`config.mk`:
```
export PLATFORM = sky130hd
export DESIGN_NAME = fetch_unit
export DESIGN_NICKNAME = d
export VERILOG_FILES = /design/src/rtl/cpu_pkg.sv /design/src/rtl/next_pc_calc.sv /design/src/rtl/fetch_unit.sv
export SDC_FILE = /design/constraint.sdc
export NUM_CORES = 1
export LEC_CHECK = 0
export CORE_MARGIN = 2
export CORE_UTILIZATION = 46
export CTS_BUF_LIST = sky130_fd_sc_hd__clkbuf_16
export CTS_CLUSTER_SIZE = 20
export DETAILED_ROUTE_END_ITERATION = 7
export PLACE_DENSITY = 0.82
export SYNTH_ARGS = -nofsm -noshare
export SYNTH_HDL_FRONTEND = slang
export SYNTH_SLANG_ARGS = --single-unit
```
`constraint.sdc`:
```
create_clock -name clk -period 4.79 [get_ports clk]
set_clock_uncertainty 0.15 [all_clocks]
set_input_delay 0.958 -clock clk [delete_from_list [all_inputs] [get_ports clk]]
set_output_delay 0.958 -clock clk [all_outputs]
set_load 0.01 [all_outputs]
```
`src/rtl/cpu_pkg.sv`:
```
// ---------------------------------------------------------------------------
// cpu_pkg
// Shared definitions for the CPU front end:
//   - RESET_PC_DEFAULT : default PC loaded on reset
//   - PC_*             : pc_control encodings driven by the decoder
//   - fetch_state_e    : fetch FSM states
//   - branch_offset()  : sign-extended, word-scaled branch displacement
// ---------------------------------------------------------------------------
package cpu_pkg;

    localparam logic [31:0] RESET_PC_DEFAULT = 32'h0000_0000;

    localparam logic [2:0] PC_SEQ  = 3'b000;
    localparam logic [2:0] PC_BEQ  = 3'b001;
    localparam logic [2:0] PC_BNE  = 3'b010;
    localparam logic [2:0] PC_JUMP = 3'b011;
    localparam logic [2:0] PC_JR   = 3'b100;

    typedef enum logic [1:0] {
        IDLE  = 2'd0,
        FETCH = 2'd1,
        HOLD  = 2'd2,
        ERROR = 2'd3
    } fetch_state_e;

    // 16-bit immediate -> byte offset (sign-extended, shifted left by 2).
    function automatic logic [31:0] branch_offset(input logic [15:0] imm);
        return {{14{imm[15]}}, imm, 2'b00};
    endfunction

endpackage

```
`src/rtl/next_pc_calc.sv`:
```
// ---------------------------------------------------------------------------
// next_pc_calc
// Purely combinational next-PC selection.
// Ports:
//   pc         [31:0] in  : current PC
//   instr      [31:0] in  : instruction being retired (imm16 / target26)
//   pc_control [2:0]  in  : next-PC select (see cpu_pkg PC_*)
//   alu_zero          in  : ALU zero flag for BEQ/BNE
//   jr_target  [31:0] in  : register value for JR/JALR
//   next_pc    [31:0] out : selected next PC (unaligned values passed through)
// ---------------------------------------------------------------------------
module next_pc_calc
    import cpu_pkg::*;
(
    input  logic [31:0] pc,
    input  logic [31:0] instr,
    input  logic [2:0]  pc_control,
    input  logic        alu_zero,
    input  logic [31:0] jr_target,
    output logic [31:0] next_pc
);

    logic [31:0] pc_plus4;
    logic [31:0] branch_target;
    logic [31:0] jump_target;

    // Opcode/register fields are not involved in target arithmetic.
    logic        unused_instr_hi;
    assign unused_instr_hi = ^instr[31:26];

    // All arithmetic wraps modulo 2^32 by construction of the 32-bit sums.
    assign pc_plus4      = pc + 32'd4;
    assign branch_target = pc_plus4 + branch_offset(instr[15:0]);
    assign jump_target   = {pc_plus4[31:28], instr[25:0], 2'b00};

    always_comb begin
        next_pc = pc_plus4;
        case (pc_control)
            PC_SEQ:  next_pc = pc_plus4;
            PC_BEQ:  next_pc = alu_zero ? branch_target : pc_plus4;
            PC_BNE:  next_pc = alu_zero ? pc_plus4 : branch_target;
            PC_JUMP: next_pc = jump_target;
            PC_JR:   next_pc = jr_target;
            default: next_pc = pc_plus4;  // reserved encodings fall through
        endcase
    end

endmodule

```
`src/rtl/fetch_unit.sv`:
```
// ---------------------------------------------------------------------------
// fetch_unit
// Instruction fetch stage: requests one instruction at a time from
// instruction memory, holds it for the decoder until it retires, then
// advances the PC using next_pc_calc.
//
// Optional feature macro: FETCH_ALIGN_CHECK_EN
//   defined   : a retire to a misaligned target keeps pc, raises the sticky
//               align_err and parks the FSM in ERROR until reset.
//   undefined : next_pc[1:0] forced to 0, align_err tied low.
//
// Ports:
//   clk, rst_n                : clock (rising edge), async active-low reset
//   pc_control[2:0], alu_zero,
//   jr_target[31:0]           : next-PC controls, sampled on retire only
//   stall                     : holds the current instruction in HOLD
//   imem_req, imem_addr[31:0] : memory request (addr == pc while requesting)
//   imem_ack, imem_rdata      : memory response, only honoured in FETCH
//   instr[31:0], instr_valid  : registered instruction to the decoder
//   pc[31:0], pc_plus4[31:0]  : current PC and link value
//   align_err                 : sticky misaligned-target flag
// ---------------------------------------------------------------------------
module fetch_unit
    import cpu_pkg::*;
#(
    parameter logic [31:0] RESET_PC = RESET_PC_DEFAULT
) (
    input  logic        clk,
    input  logic        rst_n,
    input  logic [2:0]  pc_control,
    input  logic        alu_zero,
    input  logic [31:0] jr_target,
    input  logic        stall,
    output logic        imem_req,
    output logic [31:0] imem_addr,
    input  logic        imem_ack,
    input  logic [31:0] imem_rdata,
    output logic [31:0] instr,
    output logic        instr_valid,
    output logic [31:0] pc,
    output logic [31:0] pc_plus4,
    output logic        align_err
);

    fetch_state_e state_q;
    logic [31:0]  pc_q;
    logic [31:0]  instr_q;
    logic         instr_valid_q;
    logic         imem_req_q;
    logic [31:0]  next_pc_raw;
    logic [31:0]  pc_d;

    next_pc_calc u_next_pc_calc (
        .pc         (pc_q),
        .instr      (instr_q),
        .pc_control (pc_control),
        .alu_zero   (alu_zero),
        .jr_target  (jr_target),
        .next_pc    (next_pc_raw)
    );

`ifdef FETCH_ALIGN_CHECK_EN
    logic align_err_q;
    logic misaligned;

    assign pc_d       = next_pc_raw;
    assign misaligned = |next_pc_raw[1:0];
    assign align_err  = align_err_q;
`else
    // Low bits are discarded, so every retire target is word aligned.
    logic unused_low_bits;
    assign unused_low_bits = ^next_pc_raw[1:0];
    assign pc_d            = {next_pc_raw[31:2], 2'b00};
    assign align_err       = 1'b0;
`endif

    always_ff @(posedge clk or negedge rst_n) begin
        if (!rst_n) begin
            state_q       <= IDLE;
            pc_q          <= RESET_PC;
            instr_q       <= 32'h0;
            instr_valid_q <= 1'b0;
            imem_req_q    <= 1'b0;
`ifdef FETCH_ALIGN_CHECK_EN
            align_err_q   <= 1'b0;
`endif
        end else begin
            case (state_q)
                IDLE: begin
                    state_q    <= FETCH;
                    imem_req_q <= 1'b1;
                end
                FETCH: begin
                    // Wait indefinitely; the request stays up until acked.
                    if (imem_ack) begin
                        instr_q       <= imem_rdata;
                        instr_valid_q <= 1'b1;
                        imem_req_q    <= 1'b0;
                        state_q       <= HOLD;
                    end
                end
                HOLD: begin
                    if (!stall) begin
                        instr_valid_q <= 1'b0;
`ifdef FETCH_ALIGN_CHECK_EN
                        if (misaligned) begin
                            align_err_q <= 1'b1;
                            imem_req_q  <= 1'b0;
                            state_q     <= ERROR;
                        end else begin
                            pc_q       <= pc_d;
                            imem_req_q <= 1'b1;
                            state_q    <= FETCH;
                        end
`else
                        pc_q       <= pc_d;
                        imem_req_q <= 1'b1;
                        state_q    <= FETCH;
`endif
                    end
                end
                ERROR: begin
                    // Terminal until reset.
                    imem_req_q    <= 1'b0;
                    instr_valid_q <= 1'b0;
                end
                default: begin
                    state_q    <= IDLE;
                    imem_req_q <= 1'b0;
                end
            endcase
        end
    end

    assign imem_req    = imem_req_q;
    assign imem_addr   = pc_q;
    assign instr       = instr_q;
    assign instr_valid = instr_valid_q;
    assign pc          = pc_q;
    assign pc_plus4    = pc_q + 32'd4;

endmodule

```
======== Word level (Yosys, flattened, before mapping) ========
Cells that the tools add are included.
W data, S select, Z words.
storage, ports and cells
  flip-flop bits (word level) ............. 66
  input bits .............................. 72
  word-level logic and storage cells ...... 37
cells by class
  add/subtract/negate cells ............... 2
  equal/unequal tests ..................... 9
  mux-type cells .......................... 12
  bitwise operators ....................... 1
  reductions and logical operators ........ 8
operators by type and width
  kind                     number
  $pmux W32 S4             1
  $mux W32                 2
  $add A32 B3 Y32 const B  1
  $add A32 B32 Y32         1
  $eq A3 B2 Y1 const B     2
  $pmux W2 S3              1
  $reduce_and A2 Y1        3
  $reduce_and A3 Y1        2
  $reduce_bool A3 Y1       2
  $eq A2 B2 Y1 const B     2
  $mux W1                  4
  $mux W2                  2
  $ne A2 B2 Y1 const B     2
  $pmux W1 S4              1
  $eq A3 B1 Y1 const B     1
  $eq A3 B3 Y1 const B     1
  $pmux W1 S3              1
  $eq A2 B1 Y1 const B     1
  $logic_not A2 Y1         1
  $not A1 Y1               1

======== Depth between registers and ports, before layout ========
  depth in word-level cells ............... 4
  depth in mapped cells ................... 15

======== By module ========
A second synthesis with hierarchy kept.
second synthesis, totals
  cells, all modules ...................... 721
  area total of the unflattened synthesis .. 6453.7 um^2
by module, submodules not included
  module        instances  cells an instance  area each (um^2)
  fetch_unit    1          268                3314.4
  next_pc_calc  1          453                3139.3

======== Least setup slack after synthesis ========
No wires, ideal clock.
  path kind ............................... register -> register
  start ................................... register pc_q[10], in the netlist imem_addr[10]
  end ..................................... register pc_q[27], in the netlist imem_addr[27]
  setup time .............................. 65 ps
  data arrival time ....................... 3737 ps
  required time ........................... 4575 ps
  path slack .............................. 837 ps
  stages on the path, launching flop included .. 15
  path buffers ............................ 0
  clock period less this slack ............ 3953 ps
  cells stage by stage .................... dfrtp_1 and4_1 nand2_1 nor2_1 and3_1 nand3_1 xnor2_1 ha_1 and2_1 a221o_1 a311o_1 o21ai_0 a21boi_0 o311ai_0 o211a_1
on the way
  longest elaborated chain between the ends .. 4
  elaborated cells between the ends (all ways) .. 5
ends and longest elaborated chain
  what                                line                                    source
  start: declaration                  fetch_unit.sv:46                        logic [31:0] pc_q;
  start signal: assignment            fetch_unit.sv:116                       pc_q <= pc_d;
  $add A32 B3 Y32 *                   --
  via pc_plus4[18]                    fetch_unit.sv:41                        output logic [31:0] pc_plus4,
  $add A32 B32 Y32 *                  next_pc_calc.sv:33                      assign branch_target = pc_plus4 + branch_offset(instr[15:0]);
  $mux W32, on equally long branches  next_pc_calc.sv:41, next_pc_calc.sv:40
  $pmux W32 S4 *                      next_pc_calc.sv:38                      case (pc_control)
Mark *: on every way through the listed nets, which the timed path passes. The rest lies on a longest branch.
A chain may end at the register's enable or synchronous reset.

======== Worst setup path after layout ========
  start ................................... register pc_q[2], in the netlist imem_addr[2]
  end ..................................... register pc_q[27], in the netlist imem_addr[27]
on the way
  longest elaborated chain between the ends .. 4
  elaborated cells between the ends (all ways) .. 5
ends and longest elaborated chain
  what                                line                                    source
  $add A32 B3 Y32 *                   next_pc_calc.sv:32                      assign pc_plus4 = pc + 32'd4;
  $add A32 B32 Y32                    next_pc_calc.sv:33
  $mux W32, on equally long branches  next_pc_calc.sv:41, next_pc_calc.sv:40
  $pmux W32 S4 *                      next_pc_calc.sv:38
Mark *: on every way between the ends. The rest lies on a longest branch, timed or not.

==> flow_summary_export.csv <==
group,metric,value,unit
critical_path,crit_arrival,4740,ps
worst_hold_path,min_to,"instr[30]",
critical_path,cp_max_fo,7,
global_route,grt_pass1_wl,30100,microns
cts,htree_levels,3,
final_layout,n_fill_cell,969,
timing,tns,0,ps
place,gp_congestion,0.986,
place,dpl.hpwl,14100,microns
synthesis,ys_seq_elements,66,
critical_path,worstRegToRegCells,14,
cts,cts_resized,0,
critical_path,rrSetupSlack,170,ps
pwr,seqPwrFrac,0.215,
cts,postCtsSetupBuffers,0,
route,num_vias,5956,
timing,relSlewSlack,0.429,
final_layout,ff_latch_area,1650,sq um
timing,fmax,216,MHz
die,chipHeight,115,microns
route,viasPerCell,6.19,
timing,worst_pin_slew,857,ps
final_layout,final_cell_count_no_fill,962,
critical_path,r2r-start,"imem_addr[2]",
cts,cts_hold_buf,0,
worst_hold_path,hold_start,"instr[30]",
critical_path,setup.worst_path.class,"flop to flop",
synthesis,synth_edf_count,0,
synthesis,synthCells,651,
cts,cts_buffers,9,
synthesis,synth.area.mux_share,0.0672,
place,dp_cells,946,
critical_path,cp.required,4910,ps
die,initial_core_util,0.473,
timing,finalHoldViolCount,0,
pwr,power_density,725,nW/um^2
final_layout,drive_gt1_frac,0.0920,
final_layout,multi_input_area,3610,sq um
timing,finalSetupViolations,0,
cts,clock_path_buffers,2,
outcome,status,"finished clean",
global_route,overflow,0,
cts,clk_pin_slew_worst_paths,60,ps
pwr,peakVddDrop,0.443,mV
global_route,grtUsageTotal,0.288,
die,core,12000,sq um
synthesis,synth.distinct_cells,70,
critical_path,cp_common_cell,"ha_1",
critical_path,critical_path.cell_chain,"ha_1, nand4_1, nor2_2, and3_1, nand3_1, xnor2_1, ha_1, and2_1, a221o_1, a311o_1, o21ai_0, a21boi_0, o311ai_0, o211a_1",
route,routed_wl,19100,microns
final_layout,area_delta_synth_final,38.0,%
timing,min_period,4620,ps
route,dr.pass1.iters,5,
pwr,p_leak,3.26,nW
global_route,antenna_found_initial,0,
cts,cts_root_buffer,"clkbuf_16",
pwr,p_clk_frac,0.124,
pwr,switching_share,0.444,
cts,cts.sinks,66,
die,die_area,13300,sq um
synthesis,synth-main-ff-cell,"dfrtp_1",
final_layout,diodes,0,
final_layout,finalNetCount,918,
route,drc,0,
run,cap_violations,0,
synthesis,synth_xor_area_frac,0.0676,
synthesis,synth_fa_ha_area_frac,0.0806,
critical_path,end_kind,"flop",
final_layout,final_cell_area,7840,sq um
die,ios,203,
worst_hold_path,holdPathStages,1,
die,die_x,115,microns
synthesis,synth_compound_area_frac,0.240,
critical_path,r2r-end,"imem_addr[27]",
place,postPlaceCellArea,7530,sq um
synthesis,synth_top_family_by_area,"compound AO/OA/AOI/OAI gates",
final_layout,final_util,0.653,
pwr,p_int,3.16,mW
pwr,p_comb_frac,0.661,
die,rows,40,
global_route,grt_max_degree,37,
critical_path,slowest_stage,"dfrtp_1",
worst_hold_path,min_path_type,"flop to flop",
global_route,grt_pass1_vias,5858,
synthesis,synthArstFlopShare,1.00,
synthesis,synth_area,5680,sq um
synthesis,yosys_warnings,0,
cts,cts_tree,"built",
critical_path,cp-start-kind,"flop",
synthesis,ys_seq_area_frac,0.291,
timing,grt_setup_unrepaired,"no",
critical_path,cpPeakStageDelay,470,ps
route,dr.first_iter.drc_count,586,
pwr,power_switching,2.52,mW
route,ant_nets,0,
timing,period_share,0.965,
synthesis,avgSynthCellArea,8.72,sq um
place,io_buffers,193,
timing,final-max-slew-violation-count,0,
cts,insertion_delay,330,ps
route,post_drt_wl_per_cell,19.9,microns
synthesis,synthSimpleGateAreaFrac,0.173,
==> worst max path at each step <==
stage                    end  cells past startpoint          start
6_report       imem_addr[27]                     14   imem_addr[2]
5_1_grt        imem_addr[27]                     14   imem_addr[2]
4_1_cts        imem_addr[27]                     14   imem_addr[2]
3_5_place_dp   imem_addr[27]                     14   imem_addr[2]
3_3_place_gp   imem_addr[27]                     14   imem_addr[2]
2_1_floorplan  imem_addr[27]                     14  imem_addr[10]
==> cells by family (layout without fill, tap and decap cells) <==
| family | after synthesis | count (layout) |
|---|---|---|
| flip-flops | 66 | 66 |
| AO/OA/AOI/OAI | 199 | 199 |
| buffers and inverters | 83 | 241 |
| multiplexers | 34 | 34 |
| other | 1 | 7 |
| AND/OR/NAND/NOR | 189 | 189 |
| adder cells (fa/ha/maj) | 36 | 36 |
| XOR/XNOR | 43 | 43 |
==> metal layers <==
metal  global-route usage  share of wire
met1                0.370           0.40
met4               0.0916          0.023
met3               0.0770           0.10
met5                    0              0
met2                0.475           0.48
==> power by group through the flow <==
| stage | Combinational (mW) | Clock [mW] | Sequential, mW |
|---|---|---|---|
| after floorplan | 2.23 | 0 | 1.22 |
| after global placement | 3.56 | 0 | 1.19 |
| after detailed placement | 3.67 | 0 | 1.22 |
| after CTS | 3.70 | 0.714 | 1.21 |
| after global routing | 4.05 | 0.739 | 1.27 |
| final | 3.75 | 0.706 | 1.22 |
==> metrics by stage <==
stage          hold slack, ps  setup slack [ps]  total power [mW]
2_1_floorplan             359               837              3.44
3_3_place_gp              339               509              4.76
3_5_place_dp              346               303              4.89
4_1_cts                   358               275              5.63
5_1_grt                   382              3.43              6.06
6_report                  354               170              5.68
==> state kept, by name, summed over array words and instances, names as in the netlist <==
register,cells
instr,32
imem_addr,30
state_q,2
imem_req,1
instr_valid,1
==> area by class of cell <==
cell class | instances | share of cell area
Clock buffer | 9 | 0.0287
Multi-Input combinational cell | 508 | 0.460
Clock inverter | 7 | 0.0109
Sequential cell | 66 | 0.211
Tap cell | 147 | 0.0235
Timing Repair Buffer | 203 | 0.255
Inverter | 22 | 0.0105
==> cell usage in the layout (no fill, tap or decap), types with 8 or more instances in the layout <==
cell type        netlist  routed
clkdlybuf4s50_1        0     192
dfrtp_1               66      66
nand2_1               53      53
nor2_1                54      53
a21oi_1               47      47
o21ai_0               35      35
ha_1                  35      35
mux2_2                33      33
xnor2_1               26      26
inv_1                 22      23
nand3_1               18      18
a221oi_1              18      18
xor2_1                16      16
a21o_1                13      13
and3_1                12      12
a221o_1               11      11
a31oi_1               11      11
nor3_1                10      10
buf_4                 38      10
clkbuf_16              0       9
a211oi_1               8       8
==> worst max-delay path: cells and delay by family, from the launching register on <==
family,cells,cell delay (ps)
adders and majority gates,2,700
AOI/OAI and AO/OA,6,1830
xor gates and xnor gates,1,330
DFF,1,470
and+or+nand+nor,5,1070
==> Yosys cell counts, types with 4 or more instances <==
library cell	count	area, sq um
clkbuf_1	19	71.3
a221oi_1	18	158
a221o_1	11	110
nand3_1	18	90.1
o21a_1	7	52.6
o22ai_1	5	31.3
buf_4	38	285
nand3b_1	4	30.0
and3_1	12	75.1
o31ai_1	5	37.5
xnor2_1	26	228
xor2_1	16	140
nand2_1	53	199
nand2b_1	4	25.0
o21ai_0	35	175
dfrtp_1	66	1650
inv_1	22	82.6
a21o_1	13	97.6
nor2_1	54	203
mux2_2	33	372
ha_1	35	438
o21bai_1	6	45.0
a31oi_1	11	68.8
a211oi_1	8	60.1
and2_1	5	31.3
nor3_1	10	50.1
a21oi_1	47	235
Power figures use the tool's default switching activity.
